<file path="src/rtl/stream_demux_1ton_pkg.sv">
// -----------------------------------------------------------------------------
// demux_pkg
// Shared definitions for the 1-to-N stream demultiplexer.
//   N_OUT_MAX / DATA_W_MAX : supported upper limits for channel count and width
//   chan_slice(k, w)       : bit offset of channel k inside a flat N*w bus
// -----------------------------------------------------------------------------
package demux_pkg;

  localparam int N_OUT_MAX  = 32;
  localparam int DATA_W_MAX = 64;

  function automatic int chan_slice(input int k, input int w);
    return k * w;
  endfunction

endpackage

</file>
<file path="src/rtl/stream_demux_1ton_if.sv">
// -----------------------------------------------------------------------------
// stream_demux_if
// Producer-side valid/ready stream plus N consumer-side valid/ready channels.
//   clk       : bus clock (carried for observers of the interface)
//   in_*      : single producer beat (valid, ready, data, select, broadcast)
//   out_*     : per-channel valid/ready and flat data bus, channel k at
//               out_data[k*DATA_W +: DATA_W]
// Modports: master = producer/consumer side (testbench), slave = demux.
// -----------------------------------------------------------------------------
interface stream_demux_if #(
  parameter int N_OUT  = 8,
  parameter int DATA_W = 8
) (
  input logic clk
);
  localparam int SEL_W = $clog2(N_OUT);

  logic                      in_valid;
  logic                      in_ready;
  logic [DATA_W-1:0]         in_data;
  logic [SEL_W-1:0]          in_sel;
  logic                      in_bcast;
  logic [N_OUT-1:0]          out_valid;
  logic [N_OUT-1:0]          out_ready;
  logic [N_OUT*DATA_W-1:0]   out_data;

  modport master (
    input  clk,
    output in_valid, in_data, in_sel, in_bcast, out_ready,
    input  in_ready, out_valid, out_data
  );

  modport slave (
    input  clk,
    input  in_valid, in_data, in_sel, in_bcast, out_ready,
    output in_ready, out_valid, out_data
  );

endinterface

</file>
<file path="src/rtl/stream_demux_1ton_slot.sv">
// -----------------------------------------------------------------------------
// demux_out_slot
// One-entry output register for a single demux channel.
//   clk, rst : clock, asynchronous active-high reset
//   i_load   : capture i_data this edge (wins over a simultaneous drain)
//   i_data   : payload to capture
//   i_ready  : consumer takes the held beat this edge
//   o_valid  : slot holds a beat
//   o_data   : held payload
// -----------------------------------------------------------------------------
module demux_out_slot #(
  parameter int DATA_W = 8
) (
  input  logic              clk,
  input  logic              rst,
  input  logic              i_load,
  input  logic [DATA_W-1:0] i_data,
  input  logic              i_ready,
  output logic              o_valid,
  output logic [DATA_W-1:0] o_data
);

  logic              r_valid;
  logic [DATA_W-1:0] r_data;

  // Load has priority so a drain and a refill in the same cycle keep the
  // slot valid with the new beat: one beat per cycle per channel.
  always_ff @(posedge clk or posedge rst) begin
    if (rst) begin
      r_valid <= 1'b0;
      r_data  <= '0;
    end else if (i_load) begin
      r_valid <= 1'b1;
      r_data  <= i_data;
    end else if (i_ready) begin
      r_valid <= 1'b0;
    end
  end

  assign o_valid = r_valid;
  assign o_data  = r_data;

endmodule

</file>
<file path="src/rtl/stream_demux_1ton.sv">
// -----------------------------------------------------------------------------
// stream_demux_1ton
// 1-to-N stream demultiplexer with a registered slot per channel, broadcast
// mode and a saturating counter of beats dropped for an out-of-range select.
//   clk, rst  : clock, asynchronous active-high reset
//   s         : stream_demux_if slave (producer beat in, N channels out)
//   drop_cnt  : beats accepted with in_sel >= N_OUT (unicast), saturating
// in_ready depends only on in_sel, in_bcast, out_ready and slot state.
// -----------------------------------------------------------------------------
module stream_demux_1ton
  import demux_pkg::*;
#(
  parameter int N_OUT  = 8,
  parameter int DATA_W = 8,
  parameter int SEL_W  = $clog2(N_OUT),
  parameter int CNT_W  = 16
) (
  input  logic              clk,
  input  logic              rst,
  stream_demux_if.slave     s,
  output logic [CNT_W-1:0]  drop_cnt
);

  localparam int NPAD = 1 << SEL_W;

  logic [N_OUT-1:0] w_free;
  logic [N_OUT-1:0] w_load;
  logic [N_OUT-1:0] w_slot_vld;
  logic [NPAD-1:0]  w_free_pad;
  logic             w_sel_ok;
  logic             w_all_free;
  logic             w_acc;
  logic             w_drop;
  logic [CNT_W-1:0] r_drop_cnt;

  assign w_free     = ~w_slot_vld | s.out_ready;
  assign w_all_free = &w_free;

  // Select codes past N_OUT read as "free": such beats are always accepted
  // and then dropped.
  always_comb begin
    w_free_pad             = '1;
    w_free_pad[N_OUT-1:0]  = w_free;
  end

  if (NPAD == N_OUT) begin : g_pow2
    assign w_sel_ok = 1'b1;
  end else begin : g_npow2
    assign w_sel_ok = (s.in_sel < SEL_W'(N_OUT));
  end

  assign s.in_ready = s.in_bcast ? w_all_free : w_free_pad[s.in_sel];
  assign w_acc      = s.in_valid & s.in_ready;
  assign w_drop     = w_acc & ~s.in_bcast & ~w_sel_ok;

  for (genvar k = 0; k < N_OUT; k++) begin : g_slot
    assign w_load[k] = w_acc & (s.in_bcast | (s.in_sel == SEL_W'(k)));

    demux_out_slot #(
      .DATA_W (DATA_W)
    ) u_slot (
      .clk     (clk),
      .rst     (rst),
      .i_load  (w_load[k]),
      .i_data  (s.in_data),
      .i_ready (s.out_ready[k]),
      .o_valid (w_slot_vld[k]),
      .o_data  (s.out_data[chan_slice(k, DATA_W) +: DATA_W])
    );
  end

  assign s.out_valid = w_slot_vld;

  always_ff @(posedge clk or posedge rst) begin
    if (rst) begin
      r_drop_cnt <= '0;
    end else if (w_drop && (r_drop_cnt != {CNT_W{1'b1}})) begin
      r_drop_cnt <= r_drop_cnt + CNT_W'(1);
    end
  end

  assign drop_cnt = r_drop_cnt;

endmodule

</file>
<file path="src/flat_wrapper.sv">
// flat-port wrapper written by rule: the top's interface ports become plain ports
module stream_demux_1ton_flat import demux_pkg::*;
#(
  parameter int N_OUT  = 8,
  parameter int DATA_W = 8,
  parameter int SEL_W  = $clog2(N_OUT),
  parameter int CNT_W  = 16
)
  (clk, rst, drop_cnt, s_in_valid, s_in_data, s_in_sel, s_in_bcast, s_out_ready, s_in_ready, s_out_valid, s_out_data);
  stream_demux_if #(.N_OUT(N_OUT), .DATA_W(DATA_W)) s_i (.clk(clk));
  input  logic clk;
  input  logic rst;
  output logic [CNT_W-1:0] drop_cnt;
  input wire logic [$bits(s_i.in_valid)-1:0] s_in_valid;
  input wire logic [$bits(s_i.in_data)-1:0] s_in_data;
  input wire logic [$bits(s_i.in_sel)-1:0] s_in_sel;
  input wire logic [$bits(s_i.in_bcast)-1:0] s_in_bcast;
  input wire logic [$bits(s_i.out_ready)-1:0] s_out_ready;
  output wire logic [$bits(s_i.in_ready)-1:0] s_in_ready;
  output wire logic [$bits(s_i.out_valid)-1:0] s_out_valid;
  output wire logic [$bits(s_i.out_data)-1:0] s_out_data;
  assign s_i.in_valid = s_in_valid;
  assign s_i.in_data = s_in_data;
  assign s_i.in_sel = s_in_sel;
  assign s_i.in_bcast = s_in_bcast;
  assign s_i.out_ready = s_out_ready;
  assign s_in_ready = s_i.in_ready;
  assign s_out_valid = s_i.out_valid;
  assign s_out_data = s_i.out_data;
  stream_demux_1ton #(.N_OUT(N_OUT), .DATA_W(DATA_W), .SEL_W(SEL_W), .CNT_W(CNT_W)) u_core (.clk(clk), .rst(rst), .s(s_i), .drop_cnt(drop_cnt));
endmodule
</file>
<file path="config.mk">
export PLATFORM = sky130hd
export DESIGN_NAME = stream_demux_1ton_flat
export DESIGN_NICKNAME = d
export VERILOG_FILES = /design/src/rtl/stream_demux_1ton_pkg.sv /design/src/rtl/stream_demux_1ton_if.sv /design/src/rtl/stream_demux_1ton_slot.sv /design/src/rtl/stream_demux_1ton.sv /design/src/flat_wrapper.sv
export SDC_FILE = /design/constraint.sdc
export NUM_CORES = 1
export LEC_CHECK = 0
export BUFFER_PORTS_ARGS = -buffer_cell sky130_fd_sc_hd__buf_2
export CAP_MARGIN = 0
export CORE_MARGIN = 2
export CORE_UTILIZATION = 28
export CTS_CLUSTER_SIZE = 16
export DETAILED_ROUTE_END_ITERATION = 8
export PLACE_DENSITY = 0.48
export SLEW_MARGIN = 20
export SYNTH_ARGS = -nofsm -noshare
export SYNTH_HDL_FRONTEND = slang
export SYNTH_SLANG_ARGS = --single-unit
</file>
<file path="constraint.sdc">
create_clock -name clk -period 3.58 [get_ports clk]
set_clock_uncertainty 0.1 [all_clocks]
set_input_delay 0 -clock clk [delete_from_list [all_inputs] [get_ports clk]]
set_output_delay 0 -clock clk [all_outputs]
set_load 0.03 [all_outputs]
</file>
==> Flow_metrics.wiki, run 1 <==
{| class="wikitable"
! Metric !! Value
|-
| Fraction of power consumed by the clock network || 29.4%
|-
| Compound-cell area share of the yosys netlist || 7.39%
|-
| Proportion of power drawn by flip-flops and latches || 33.8%
|-
| Final cycle utilization of the critical path || 74.5%
|-
| TritonCTS clock tree || done
|-
| Detailed route wirelength on metal2 || 3710 um
|-
| Basic-gate share of the synthesized area counting and, or, nand and nor cells || 7.32%
|-
| Average footprint of a synthesized cell || 14.4 um2
|-
| Status || complete, no violations
|-
| Fmax achieved || 0.375 GHz
|-
| Clock slew at reported path FFs || 60 ps
|-
| Count of final max-slew check failures || 0
|-
| Post-DP HPWL || 5350 um
|-
| Via count of the first global-routing pass || 2215
|-
| Number of antenna violations at the first check in global routing || 0
|-
| Proportion of layout cells with a drive suffix above 1 || 57.4%
|-
| Met3 wirelength from detailed routing || 561 um
|-
| Net switching share of the total power || 37.6%
|-
| Detail-routed net length per standard cell || 16.8 um
|-
| Cell Pwr Density || 880 nW/um2
|-
| Cell-internal power || 2.31 mW
|-
| M1 WL || 3670 um
|-
| Worst VDD drop || 0.320 mV
|-
| Top-Level Pins || 112
|-
| Post-synthesis sequential element count || 72
|-
| Die boundary width || 111 um
|-
| Total routing usage reported by global routing || 13.3%
|-
| Gp weighted congestion || 0.721
|-
| Vias || 2096
|-
| Sequential cell area fraction in the yosys report || 55.7%
|-
| Count of nets left with antenna violations after detail routing || 0
|-
| Post-synthesis instance area || 3230 um2
|-
| Area share of the largest cell type after synthesis || 55.7%
|-
| Actual slew at the worst max-slew pin || 808 ps
|-
| Combinational Power Share || 36.8%
|-
| Largest net degree at the start of global routing || 45
|-
| H-tree depth || 3
|-
| Fraction of synthesized area in multiplexers || 22.3%
|-
| Largest cells by area after synthesis || sky130_fd_sc_hd__dfrtp_1 56%, sky130_fd_sc_hd__mux2_2 22%, sky130_fd_sc_hd__buf_4 5.8%
|-
| Sum of overflow across all layers after global routing || 0
|-
| Global-route wire length before repair || 12700 um
|-
| Number of nets in the finished design || 351
|-
| Min Tclk post-route || 2670 ps
|-
| Number of buffers inserted to repair setup after CTS || 0
|-
| LEAKAGE || 1.95 nW
|-
| Core Footprint || 11300 um2
|-
| Inserted Clock Buffers || 9
|-
| Final count of hold timing violations || 0
|-
| Syn-to-layout area delta || 30.3%
|-
| Clock Sink Count || 72
|-
| Net load switching power || 1.40 mW
|-
| Largest family of logic cells by synthesized area || multiplexers
|-
| Highest layer used for signal routing || met4
|-
| Clock insertion delay at the later pin of the skew report || 320 ps
|-
| Max-slew headroom at the worst pin || 46.0%
|-
| Netlist cell types || 34
|-
| Total inserted antenna cells || 0
|-
| Detailed-route vias per instance || 4.40
|-
| Post-layout total power || 3.71 mW
|-
| Final core area utilization || 37.2%
|-
| Synth Area in XOR/XNOR || 0%
|-
| Synthesized instance count || 224
|-
| Detailed-router iteration count before antenna repair || 4
|-
| Kind of capture point of the worst setup path || register
|-
| Signal arrival time at the worst endpoint || 2770 ps
|-
| Std cell rows || 39
|-
| Deepest clock path buffer count || 2
|-
| Die area || 12400 um2
|-
| Top library cells by usage in the layout, fill and taps aside || 95 x sky130_fd_sc_hd__buf_2, 72 x sky130_fd_sc_hd__dfrtp_1, 62 x sky130_fd_sc_hd__mux2_2
|-
| First-iteration detailed-routing DRC count || 56
|-
| Arithmetic-cell share of the synthesized area counting full adders, half adders and majority gates || 0%
|-
| Hold WC Path Type || input pin to register
|-
| Setup repair after global routing missed its margin || false
|-
| Top flip-flop cell by instance count after synthesis || sky130_fd_sc_hd__dfrtp_1
|-
| Final setup slack of the worst path || 914 ps
|-
| Final setup violation count || 0
|-
| Most common library cell in the layout ignoring fill and taps || sky130_fd_sc_hd__buf_2
|-
| Height of the die || 111 um
|-
| Post-placement setup slack || 874 ps
|-
| Count of yosys warnings during synthesis || 0
|-
| Total cell area at the placement stage || 3740 um2
|-
| Initial core utilization || 28.5%
|-
| Required time reported for the critical path endpoint || 3680 ps
|-
| Max-Cap Viols || 0
|-
| Setup CP Type || register to register
|-
| Total negative slack for setup checks || 0 ps
|-
| Cell area after layout || 4210 um2
|-
| Async set or reset register ratio after synthesis || 100%
|-
| Buffer type at the clock tree root || sky130_fd_sc_hd__clkbuf_16
|-
| Total DRC errors in the routed layout || 0
|-
| Post-Route WL || 8020 um
|-
| Count of input and output buffers || 95
|-
| Count of flip-flops with a built-in enable after synthesis || 0
|-
| Crit path max fanout || 9
|-
| Cell type with the highest aggregate area in the netlist || sky130_fd_sc_hd__dfrtp_1
|-
| Setup crit start kind || register
|}
==> metrics by stage <==
step                cells  hold slack, ps
floorplan             239            34.7
global route          476            18.8
global placement      449             170
CTS                   476            3.25
detailed placement    449             173
finish                476            10.2
==> worst paths after layout <==
path	start	end	slack [ps]	cells after the start
max	u_core.g_slot[5].u_slot.o_valid	u_core.g_slot[7].u_slot.o_data[2]	910	5
min	s_out_ready[1]	u_core.g_slot[1].u_slot.o_valid	10	3
max reg2reg	u_core.g_slot[5].u_slot.o_valid	u_core.g_slot[7].u_slot.o_data[2]	910	5
min reg2reg	u_core.g_slot[5].u_slot.o_data[7]	u_core.g_slot[5].u_slot.o_data[7]	380	1
max in group asynchronous	rst	u_core.g_slot[4].u_slot.o_data[2]	2240	4
min in group asynchronous	rst	u_core.g_slot[4].u_slot.o_data[7]	250	3
==> sequential cells by signal, indices dropped and copies added, names as in the netlist <==
register and count:
u_core.g_slot.u_slot.o_data 64, u_core.g_slot.u_slot.o_valid 8
==> repair_timing <==
action,in CTS,in global routing
resized for setup,0,0
hold buffers,11,0
endpoints found under the hold margin,109,0
==> worst max-delay path, cell delays in order (launching register included) <==
cell	delay, ps
sky130_fd_sc_hd__dfrtp_1	380
sky130_fd_sc_hd__and2b_1	180
sky130_fd_sc_hd__nor4bb_1	600
sky130_fd_sc_hd__nand4_4	370
sky130_fd_sc_hd__a31oi_4	530
sky130_fd_sc_hd__mux2_2	390
==> power groups by stage <==
stage / clock network [mW] / registers (mW) / logic [mW]
after floorplan: 0 / 1.79 / 0.446
after global placement: 0 / 1.26 / 1.36
after detailed placement: 0 / 1.27 / 1.37
after CTS: 1.12 / 1.26 / 1.38
after global routing: 1.15 / 1.29 / 1.44
final: 1.09 / 1.26 / 1.36
==> area by class of cell <==
class	count	area [um2]
clock buffer	11	233
sequential	72	1800
inverter	5	20.0
tap	143	179
clock inverter	5	129
multi-input combinational	133	1260
timing repair buffer	107	593
fill	1111	7110
==> logic make-up (layout without fill, tap and decap cells) <==
family,count (synthesis),in the layout
AO/OA/AOI/OAI,22,22
buffers and inverters,34,128
flip-flops,72,72
multiplexers,64,64
other,1,16
AND/OR/NAND/NOR,31,31
==> synthesized netlist by cell type, drive strengths merged, types with 2 or more instances <==
| library cell | instances |
|---|---|
| mux2 | 64 |
| nand2b | 2 |
| or2 | 7 |
| a21o | 2 |
| and2b | 2 |
| a21oi | 9 |
| buf | 27 |
| clkbuf | 2 |
| nor4bb | 2 |
| inv | 5 |
| a31oi | 8 |
| dfrtp | 72 |
| nor2b | 6 |
| nand4 | 2 |
| nand2 | 2 |
==> metal layers <==
layer | GRT usage [%] | up-vias
li1 | - | 965
met1 | 17.5 | 1038
met2 | 21.3 | 85
met3 | 4.30 | 8
met4 | 3.46 | 0
met5 | 0 | -
(Power assumes the default switching activity.)
==> run 2: changes to the inputs <==
Settings changed: ABC_AREA set to 1.
Clock period 3.58 ns to 2.5 ns, I/O delays scaled along.
==> run 2 against run 1 <==
Net effect: via count grew 28%; non-clock buffer count grew 8; first-iteration DRC count grew to 2.6 times the previous value; combinational power grew 7%; critical path depth grew 4; sequential share of layout area grew 2.4 points; final cell count grew 34%; die area shrank 2.8%; wire length grew 11%; final area shrank 5.4%; sequential power grew 29%; critical path type unchanged; largest power group is now registers; highest routed layer is now met5.
==> Flow_metrics.wiki, run 2 <==
{| class="wikitable"
! Metric !! Value
|-
| Status || complete, no violations
|-
| Combinational Power Share || 37.5% (+0.7 points)
|-
| Crit path max fanout || 10 (+1)
|-
| Number of nets in the finished design || 515 (+47%)
|-
| Filler instances || 1173 (+5.6%)
|-
| Fmax achieved || 0.473 GHz (+26%)
|-
| Hold WC Path Type || input pin to register
|-
| Post-Route WL || 8940 um (+11%)
|-
| Async set or reset register ratio after synthesis || 100% (unchanged)
|-
| Cell type with the highest aggregate area in the netlist || sky130_fd_sc_hd__dfrtp_1
|-
| Clock insertion delay at the later pin of the skew report || 340 ps (+20 ps)
|-
| Top library cells by usage in the layout, fill and taps aside || 209 x sky130_fd_sc_hd__nand2_1, 95 x sky130_fd_sc_hd__buf_2, 72 x sky130_fd_sc_hd__dfrtp_1
|-
| Clock Sink Count || 72 (unchanged)
|-
| Final cycle utilization of the critical path || 84.6% (+10 points)
|-
| Worst hold margin || 140 ps (+130 ps)
|-
| Net switching share of the total power || 42.8% (+5.2 points)
|-
| Std cell rows || 38 (-2.6%)
|-
| Inserted Clock Buffers || 9 (unchanged)
|-
| Number of buffer and inverter stages on the critical path || 0 (unchanged)
|-
| Basic-gate share of the synthesized area counting and, or, nand and nor cells || 30.5% (+23 points)
|-
| Sum of overflow across all layers after global routing || 0 (unchanged)
|-
| List of most frequent post-synthesis cells || 209 x sky130_fd_sc_hd__nand2_1, 72 x sky130_fd_sc_hd__dfrtp_1, 24 x sky130_fd_sc_hd__buf_4, 24 x sky130_fd_sc_hd__inv_1, 18 x sky130_fd_sc_hd__nor2_1
|-
| Max-slew headroom at the worst pin || 56.5% (+10 points)
|-
| Count of input and output buffers || 95 (unchanged)
|-
| Fraction of synthesized area in multiplexers || 0% (-22 points)
|-
| Required time reported for the critical path endpoint || 2690 ps (-990 ps)
|-
| Actual slew at the worst max-slew pin || 651 ps (-158 ps)
|-
| Worst VDD drop || 0.363 mV (+13%)
|-
| Total routing usage reported by global routing || 15.6% (+2.3 points)
|-
| Arithmetic-cell share of the synthesized area counting full adders, half adders and majority gates || 0% (unchanged)
|-
| Met3 Usage GRT || 3.68% (-0.63 points)
|-
| H-tree depth || 3 (unchanged)
|-
| Area share of the largest cell type after synthesis || 57.4% (+1.6 points)
|-
| Core Footprint || 10900 um2 (-3.8%)
|-
| Setup CP Type || register to register
|-
| Count of yosys warnings during synthesis || 0 (unchanged)
|-
| Final setup slack of the worst path || 385 ps (-530 ps)
|-
| Total DRC errors in the routed layout || 0 (unchanged)
|-
| Signal arrival time at the worst endpoint || 2300 ps (-470 ps)
|-
| Dominant cell by count in the synthesized netlist || sky130_fd_sc_hd__nand2_1
|-
| Detailed-route vias per instance || 4.22 (-4.1%)
|-
| Largest cells by area after synthesis || sky130_fd_sc_hd__dfrtp_1 57%, sky130_fd_sc_hd__nand2_1 25%, sky130_fd_sc_hd__buf_4 5.7%
|-
| Min Tclk post-route || 2120 ps (-550 ps)
|-
| Die boundary width || 110 um (-1.4%)
|-
| Net load switching power || 1.67 mW (+20%)
|-
| Detailed-router iteration count before antenna repair || 4 (unchanged)
|-
| Compound-cell area share of the yosys netlist || 1.75% (-5.6 points)
|-
| Post-DP HPWL || 6400 um (+20%)
|-
| Final setup violation count || 0 (unchanged)
|-
| Most heavily used metal layer in global routing || met2
|-
| Height of the die || 110 um (-1.4%)
|-
| Initial core utilization || 28.8% (+0.28 points)
|-
| Vias || 2690 (+28%)
|-
| Detail-routed net length per standard cell || 14.0 um (-17%)
|-
| TritonCTS clock tree || done
|-
| Synthesized instance count || 386 (+72%)
|-
| Average footprint of a synthesized cell || 8.13 um2 (-44%)
|-
| Max stage delay on crit path || 540 ps (-60 ps)
|-
| Largest family of logic cells by synthesized area || simple AND/OR/NAND/NOR gates
|-
| Max-Cap Viols || 0 (unchanged)
|-
| Post-synthesis sequential element count || 72 (unchanged)
|-
| Resized Gates After CTS || 0 (unchanged)
|-
| Deepest clock path buffer count || 2 (unchanged)
|-
| Global-route wire length before repair || 13800 um (+8.6%)
|-
| Synth Area in XOR/XNOR || 0% (unchanged)
|-
| Clock slew at reported path FFs || 80 ps (+20 ps)
|-
| Count of nets left with antenna violations after detail routing || 0 (unchanged)
|-
| Kind of capture point of the worst setup path || register
|-
| Most common library cell in the layout ignoring fill and taps || sky130_fd_sc_hd__nand2_1
|-
| Setup crit start kind || register
|-
| Met1 Track Usage GR || 20.9% (+3.4 points)
|-
| First-iteration detailed-routing DRC count || 145 (+160%)
|-
| Via count of the first global-routing pass || 2637 (+19%)
|-
| Top-Level Pins || 112 (unchanged)
|-
| Post-synthesis instance area || 3140 um2 (-2.9%)
|-
| Gp weighted congestion || 0.765 (+6.1%)
|-
| Sequential cell area fraction in the yosys report || 57.4% (+1.6 points)
|-
| Count of final max-slew check failures || 0 (unchanged)
|-
| GRT met2 Usage || 24.3% (+3.0 points)
|-
| Proportion of layout cells with a drive suffix above 1 || 22.9% (-34 points)
|-
| Die area || 12100 um2 (-2.8%)
|-
| Final count of hold timing violations || 0 (unchanged)
|-
| Proportion of power drawn by flip-flops and latches || 41.7% (+7.9 points)
|-
| Total negative slack for setup checks || 0 ps (unchanged)
|-
| Critical-path cell list || nand2_1 -> nor2_1 -> nor2_1 -> nand3_1 -> nand3_1 -> nand3_4 -> nor2_1 -> nand2_1 -> nand2_1
|-
| Setup repair after global routing missed its margin || false
|-
| Total inserted antenna cells || 0 (unchanged)
|-
| Number of antenna violations at the first check in global routing || 1 (+1)
|-
| Cell-internal power || 2.23 mW (-3.5%)
|-
| Top flip-flop cell by instance count after synthesis || sky130_fd_sc_hd__dfrtp_1
|-
| Netlist cell types || 14 (-59%)
|-
| Count of flip-flops with a built-in enable after synthesis || 0 (unchanged)
|-
| Syn-to-layout area delta || 26.9%
|-
| Top delay family on crit path || simple AND/OR/NAND/NOR gates
|-
| Cell Pwr Density || 979 nW/um2 (+11%)
|-
| Fraction of power consumed by the clock network || 20.7% (-8.7 points)
|-
| Critical Path Slowest Stage Cell || sky130_fd_sc_hd__nor2_1
|-
| Flip-flop count of the largest register after layout || 64 (unchanged)
|-
| Post-placement setup slack || 396 ps (-478 ps)
|-
| LEAKAGE || 2.34 nW (+20%)
|-
| Buffer type at the clock tree root || sky130_fd_sc_hd__clkbuf_8
|-
| Largest net degree at the start of global routing || 33 (-27%)
|}
[run 2: cell families after synthesis]
logic type / count (synthesis)
simple gates: 243
other cells: 1
flops: 72
buf+inv: 59
compound gates: 11
[run 2: power groups by stage]
stage	sequential (mW)	combinational (mW)	clock [mW]
5_1_grt	1.67	1.59	0.876
4_1_cts	1.63	1.48	0.827
6_report	1.63	1.46	0.809
3_3_place_gp	1.65	1.45	0
2_1_floorplan	2.19	0.481	0
3_5_place_dp	1.65	1.46	0
[run 2: routing by layer]
metal / up-vias / wire, um
met5: - / 13
met4: 2 / 106
met3: 10 / 501
met2: 89 / 4090
met1: 1245 / 4230
li1: 1344 / -
[run 2: final timing paths]
path / startpoint / endpoint / slack (ps) / depth (start not counted)
setup / recovery: u_core.g_slot[3].u_slot.o_valid / u_core.g_slot[2].u_slot.o_data[4] / 380 / 9
max in group asynchronous: rst / u_core.g_slot[7].u_slot.o_data[2] / 1500 / 4
hold reg to reg: u_core.g_slot[6].u_slot.o_data[7] / u_core.g_slot[6].u_slot.o_data[7] / 380 / 2
setup reg to reg: u_core.g_slot[3].u_slot.o_valid / u_core.g_slot[2].u_slot.o_data[4] / 380 / 9
hold / removal: s_in_valid / u_core.g_slot[0].u_slot.o_data[7] / 140 / 5
min in group asynchronous: rst / u_core.g_slot[0].u_slot.o_data[4] / 150 / 3
[run 2: area by class of cell]
type                            count  area, um2  area share [%]
Clock inverter                      4       20.0           0.502
Sequential cell                    72       1800            45.2
Clock buffer                       12        145            3.64
Tap cell                          140        175            4.40
Inverter                           24       90.1            2.26
Timing Repair Buffer              115        681            17.1
Multi-Input combinational cell    270       1070            26.9
[run 2: worst min-delay path, cell delays in order]
cell and delay (ps):
sky130_fd_sc_hd__buf_2 160, sky130_fd_sc_hd__nand3_4 130, sky130_fd_sc_hd__nor2_1 130, sky130_fd_sc_hd__nand2_1 80, sky130_fd_sc_hd__nand2_1 40
[run 2: metrics by stage]
stage	total power [mW]	instances	utilization, %	area, um2
after floorplan	2.67	401	-	3200
after global placement	3.10	604	33.5	3650
after detailed placement	3.11	604	33.5	3650
after CTS	3.94	637	36.6	3990
after global routing	4.13	637	36.6	3990
final	3.90	637	36.6	3990
[run 2: timing repair]
action                     4_1_cts  5_1_grt
hold endpoints to repair        95        0
buffers inserted                 0        0
hold buffers                    17        0
setup endpoints to repair        0        0
==> run 3: changes to the inputs <==
Settings changed: ABC_AREA 1 to 0.
Clock period 2.5 ns to 2.1 ns, I/O delays scaled along.
==> run 3 against run 2 <==
Net effect: the run now ends with negative setup slack left; combinational power is 94% higher; clock power grew 130%; die area up 2.8%; non-clock buffer count grew 32; worst hold slack got worse by 120 ps; via count down 16%; setup slack got worse by 550 ps; total power increased by 75%; count of clock-buffer cells in the layout did not move.
==> Flow_metrics.wiki, run 3 (synthesis results as in run 1) <==
{| class="wikitable"
! Metric !! Value
|-
| Min Tclk post-route || 2270 ps (+155 ps)
|-
| Signal arrival time at the worst endpoint || 2390 ps (+90 ps)
|-
| TritonCTS clock tree || done
|-
| Number of buffer and inverter stages on the critical path || 1 (+1)
|-
| Total routing usage reported by global routing || 14.5% (-1.1 points)
|-
| Number of antenna violations at the first check in global routing || 0 (-1)
|-
| Sum of overflow across all layers after global routing || 0 (unchanged)
|-
| Critical Path Slowest Stage Cell || sky130_fd_sc_hd__or4b_4
|-
| H-tree depth || 3 (unchanged)
|-
| Top delay family on crit path || simple AND/OR/NAND/NOR gates
|-
| Detailed-route vias per instance || 4.35 (+3.1%)
|-
| Total negative slack for setup checks || -7580 ps (-7580 ps)
|-
| Number of standard cells in the layout, taps in and fillers out || 516 (-19%)
|-
| Post-layout total power || 6.83 mW (+75%)
|-
| Post-DP HPWL || 5910 um (-7.7%)
|-
| Largest net degree at the start of global routing || 73 (+120%)
|-
| Final setup slack of the worst path || -170 ps (-555 ps)
|-
| Number of placed instances with taps included || 481 (-20%)
|-
| Final count of hold timing violations || 0 (unchanged)
|-
| Via count of the first global-routing pass || 2420 (-8.2%)
|-
| Post-placement setup slack || -230 ps (-626 ps)
|-
| Count of nets left with antenna violations after detail routing || 0 (unchanged)
|-
| Std cell rows || 39 (+2.6%)
|-
| Filler instances || 1052 (-10%)
|-
| Flip-flop count of the largest register after layout || 64 (unchanged)
|-
| LEAKAGE || 2.43 nW (+3.8%)
|-
| Clock insertion delay at the later pin of the skew report || 330 ps (about the same)
|-
| First-iteration detailed-routing DRC count || 91 (-37%)
|-
| Vias || 2247 (-16%)
|-
| Height of the die || 111 um (+1.4%)
|-
| Post-Route WL || 8720 um (-2.5%)
|-
| Max stage delay on crit path || 640 ps (+100 ps)
|-
| Final setup violation count || 64 (+64)
|-
| Detailed-router iteration count before antenna repair || 3 (-1)
|-
| Cell Pwr Density || 1380 nW/um2 (+41%)
|-
| Top library cells by usage in the layout, fill and taps aside || 95 x sky130_fd_sc_hd__buf_2, 72 x sky130_fd_sc_hd__dfrtp_1, 64 x sky130_fd_sc_hd__mux2_4
|-
| Core Footprint || 11300 um2 (+4.0%)
|-
| Syn-to-layout area delta || 53.0%
|-
| Count of input and output buffers || 95 (unchanged)
|-
| Max-Cap Viols || 0 (unchanged)
|-
| Top-Level Pins || 112 (unchanged)
|-
| Clock Sink Count || 72 (unchanged)
|-
| Total DRC errors in the routed layout || 0 (unchanged)
|-
| Failing checks || negative setup slack
|-
| Setup crit start kind || register
|-
| Initial core utilization || 28.5% (-0.28 points)
|-
| Worst VDD drop || 0.806 mV (+120%)
|-
| Total cell area at the placement stage || 4160 um2 (+14%)
|-
| Kind of capture point of the worst setup path || register
|-
| Fmax achieved || 0.440 GHz (-6.8%)
|-
| Deepest clock path buffer count || 2 (unchanged)
|-
| Gp weighted congestion || 0.729 (-4.6%)
|-
| Final cycle utilization of the critical path || 108% (+23 points)
|-
| Clock slew at reported path FFs || 60 ps (-20 ps)
|-
| Inserted Clock Buffers || 9 (unchanged)
|-
| Global-route wire length before repair || 14000 um (+1.0%)
|-
| Required time reported for the critical path endpoint || 2220 ps (-470 ps)
|-
| Number of nets in the finished design || 391 (-24%)
|-
| Buffer type at the clock tree root || sky130_fd_sc_hd__clkbuf_16
|-
| Critical-path cell list || or4bb_1 -> o211ai_1 -> or4b_4 -> a21oi_4 -> buf_6 -> mux2_4
|-
| Hold WC Path Type || input pin to register
|-
| Count of final max-slew check failures || 0 (unchanged)
|-
| Crit path max fanout || 8 (-2)
|-
| Detail-routed net length per standard cell || 16.9 um (+20%)
|-
| Proportion of layout cells with a drive suffix above 1 || 64.3% (+41 points)
|-
| Setup CP Type || register to register
|-
| Die boundary width || 111 um (+1.4%)
|-
| Cell area after layout || 4940 um2 (+24%)
|-
| Status || finished, violations left
|-
| Most common library cell in the layout ignoring fill and taps || sky130_fd_sc_hd__buf_2
|-
| Setup repair after global routing missed its margin || true
|-
| Total inserted antenna cells || 0 (unchanged)
|-
| Die area || 12400 um2 (+2.8%)
|}
run 3: cell count changes in the layout (fill, tap and decap cells not counted), sizes merged, moves of 5 or more:
cell,previous run,this run
nand3,6,0
nand4,10,2
nor2,18,1
mux2,0,64
dlygate4sd3,17,11
a21oi,4,9
o21ai,7,0
nand2,209,2
or2,0,7
buf,98,136
nor2b,0,6
a31oi,0,8
inv,24,5
run 3: worst paths after layout:
kind	startpoint	to	slack [ps]	cells past startpoint
setup / recovery	u_core.g_slot[1].u_slot.o_valid	u_core.g_slot[3].u_slot.o_data[4]	-170	6
hold / removal	s_in_data[2]	u_core.g_slot[2].u_slot.o_data[2]	20	2
setup reg to reg	u_core.g_slot[1].u_slot.o_valid	u_core.g_slot[3].u_slot.o_data[4]	-170	6
hold reg to reg	u_core.g_slot[3].u_slot.o_data[7]	u_core.g_slot[3].u_slot.o_data[7]	400	1
max in group asynchronous	rst	u_core.g_slot[4].u_slot.o_data[0]	1390	4
min in group asynchronous	rst	u_core.g_slot[6].u_slot.o_data[2]	190	4
run 3: through the flow:
stage	hold slack (ps)	util (%)
floorplan	48.1	-
global placement	17.8	36.8
detailed placement	19.0	36.8
CTS	1.90	43.3
global route	6.03	43.7
finish	22.4	43.7
run 3: cell type report:
| type | count | area [um2] | share of cell area, % |
|---|---|---|---|
| clock inverters | 4 | 98.8 | 2.00 |
| flip-flops and latches | 72 | 1800 | 36.4 |
| well taps | 143 | 179 | 3.62 |
| repair buffers | 147 | 1030 | 20.8 |
| multi-input cells | 133 | 1550 | 31.4 |
| inverters | 5 | 18.8 | 0.380 |
| clock buffers | 12 | 267 | 5.39 |
run 3: repair_timing:
action / in CTS / in global routing
endpoints found under the hold margin: 131 / 0
buffers inserted: 6 / 3
gates cloned: 0 / 0
setup endpoints to repair: 64 / 69
pin swaps: 5 / 1
resized for setup: 60 / 8
hold buffers: 11 / 0
run 3: report_power, final:
group          switching (mW)  total (mW)  internal (mW)
Sequential              0.287        2.16           1.88
Combinational            1.63        2.83           1.20
Clock                   0.577        1.84           1.26
run 3: per-layer routing:
layer / vias to the layer above / wire length (um) / track usage (%)
li1: 1044 / - / -
met1: 1113 / 4210 / 20.7
met2: 80 / 3800 / 20.8
met3: 10 / 579 / 5.06
met4: 0 / 132 / 4.20
met5: - / 0 / 0
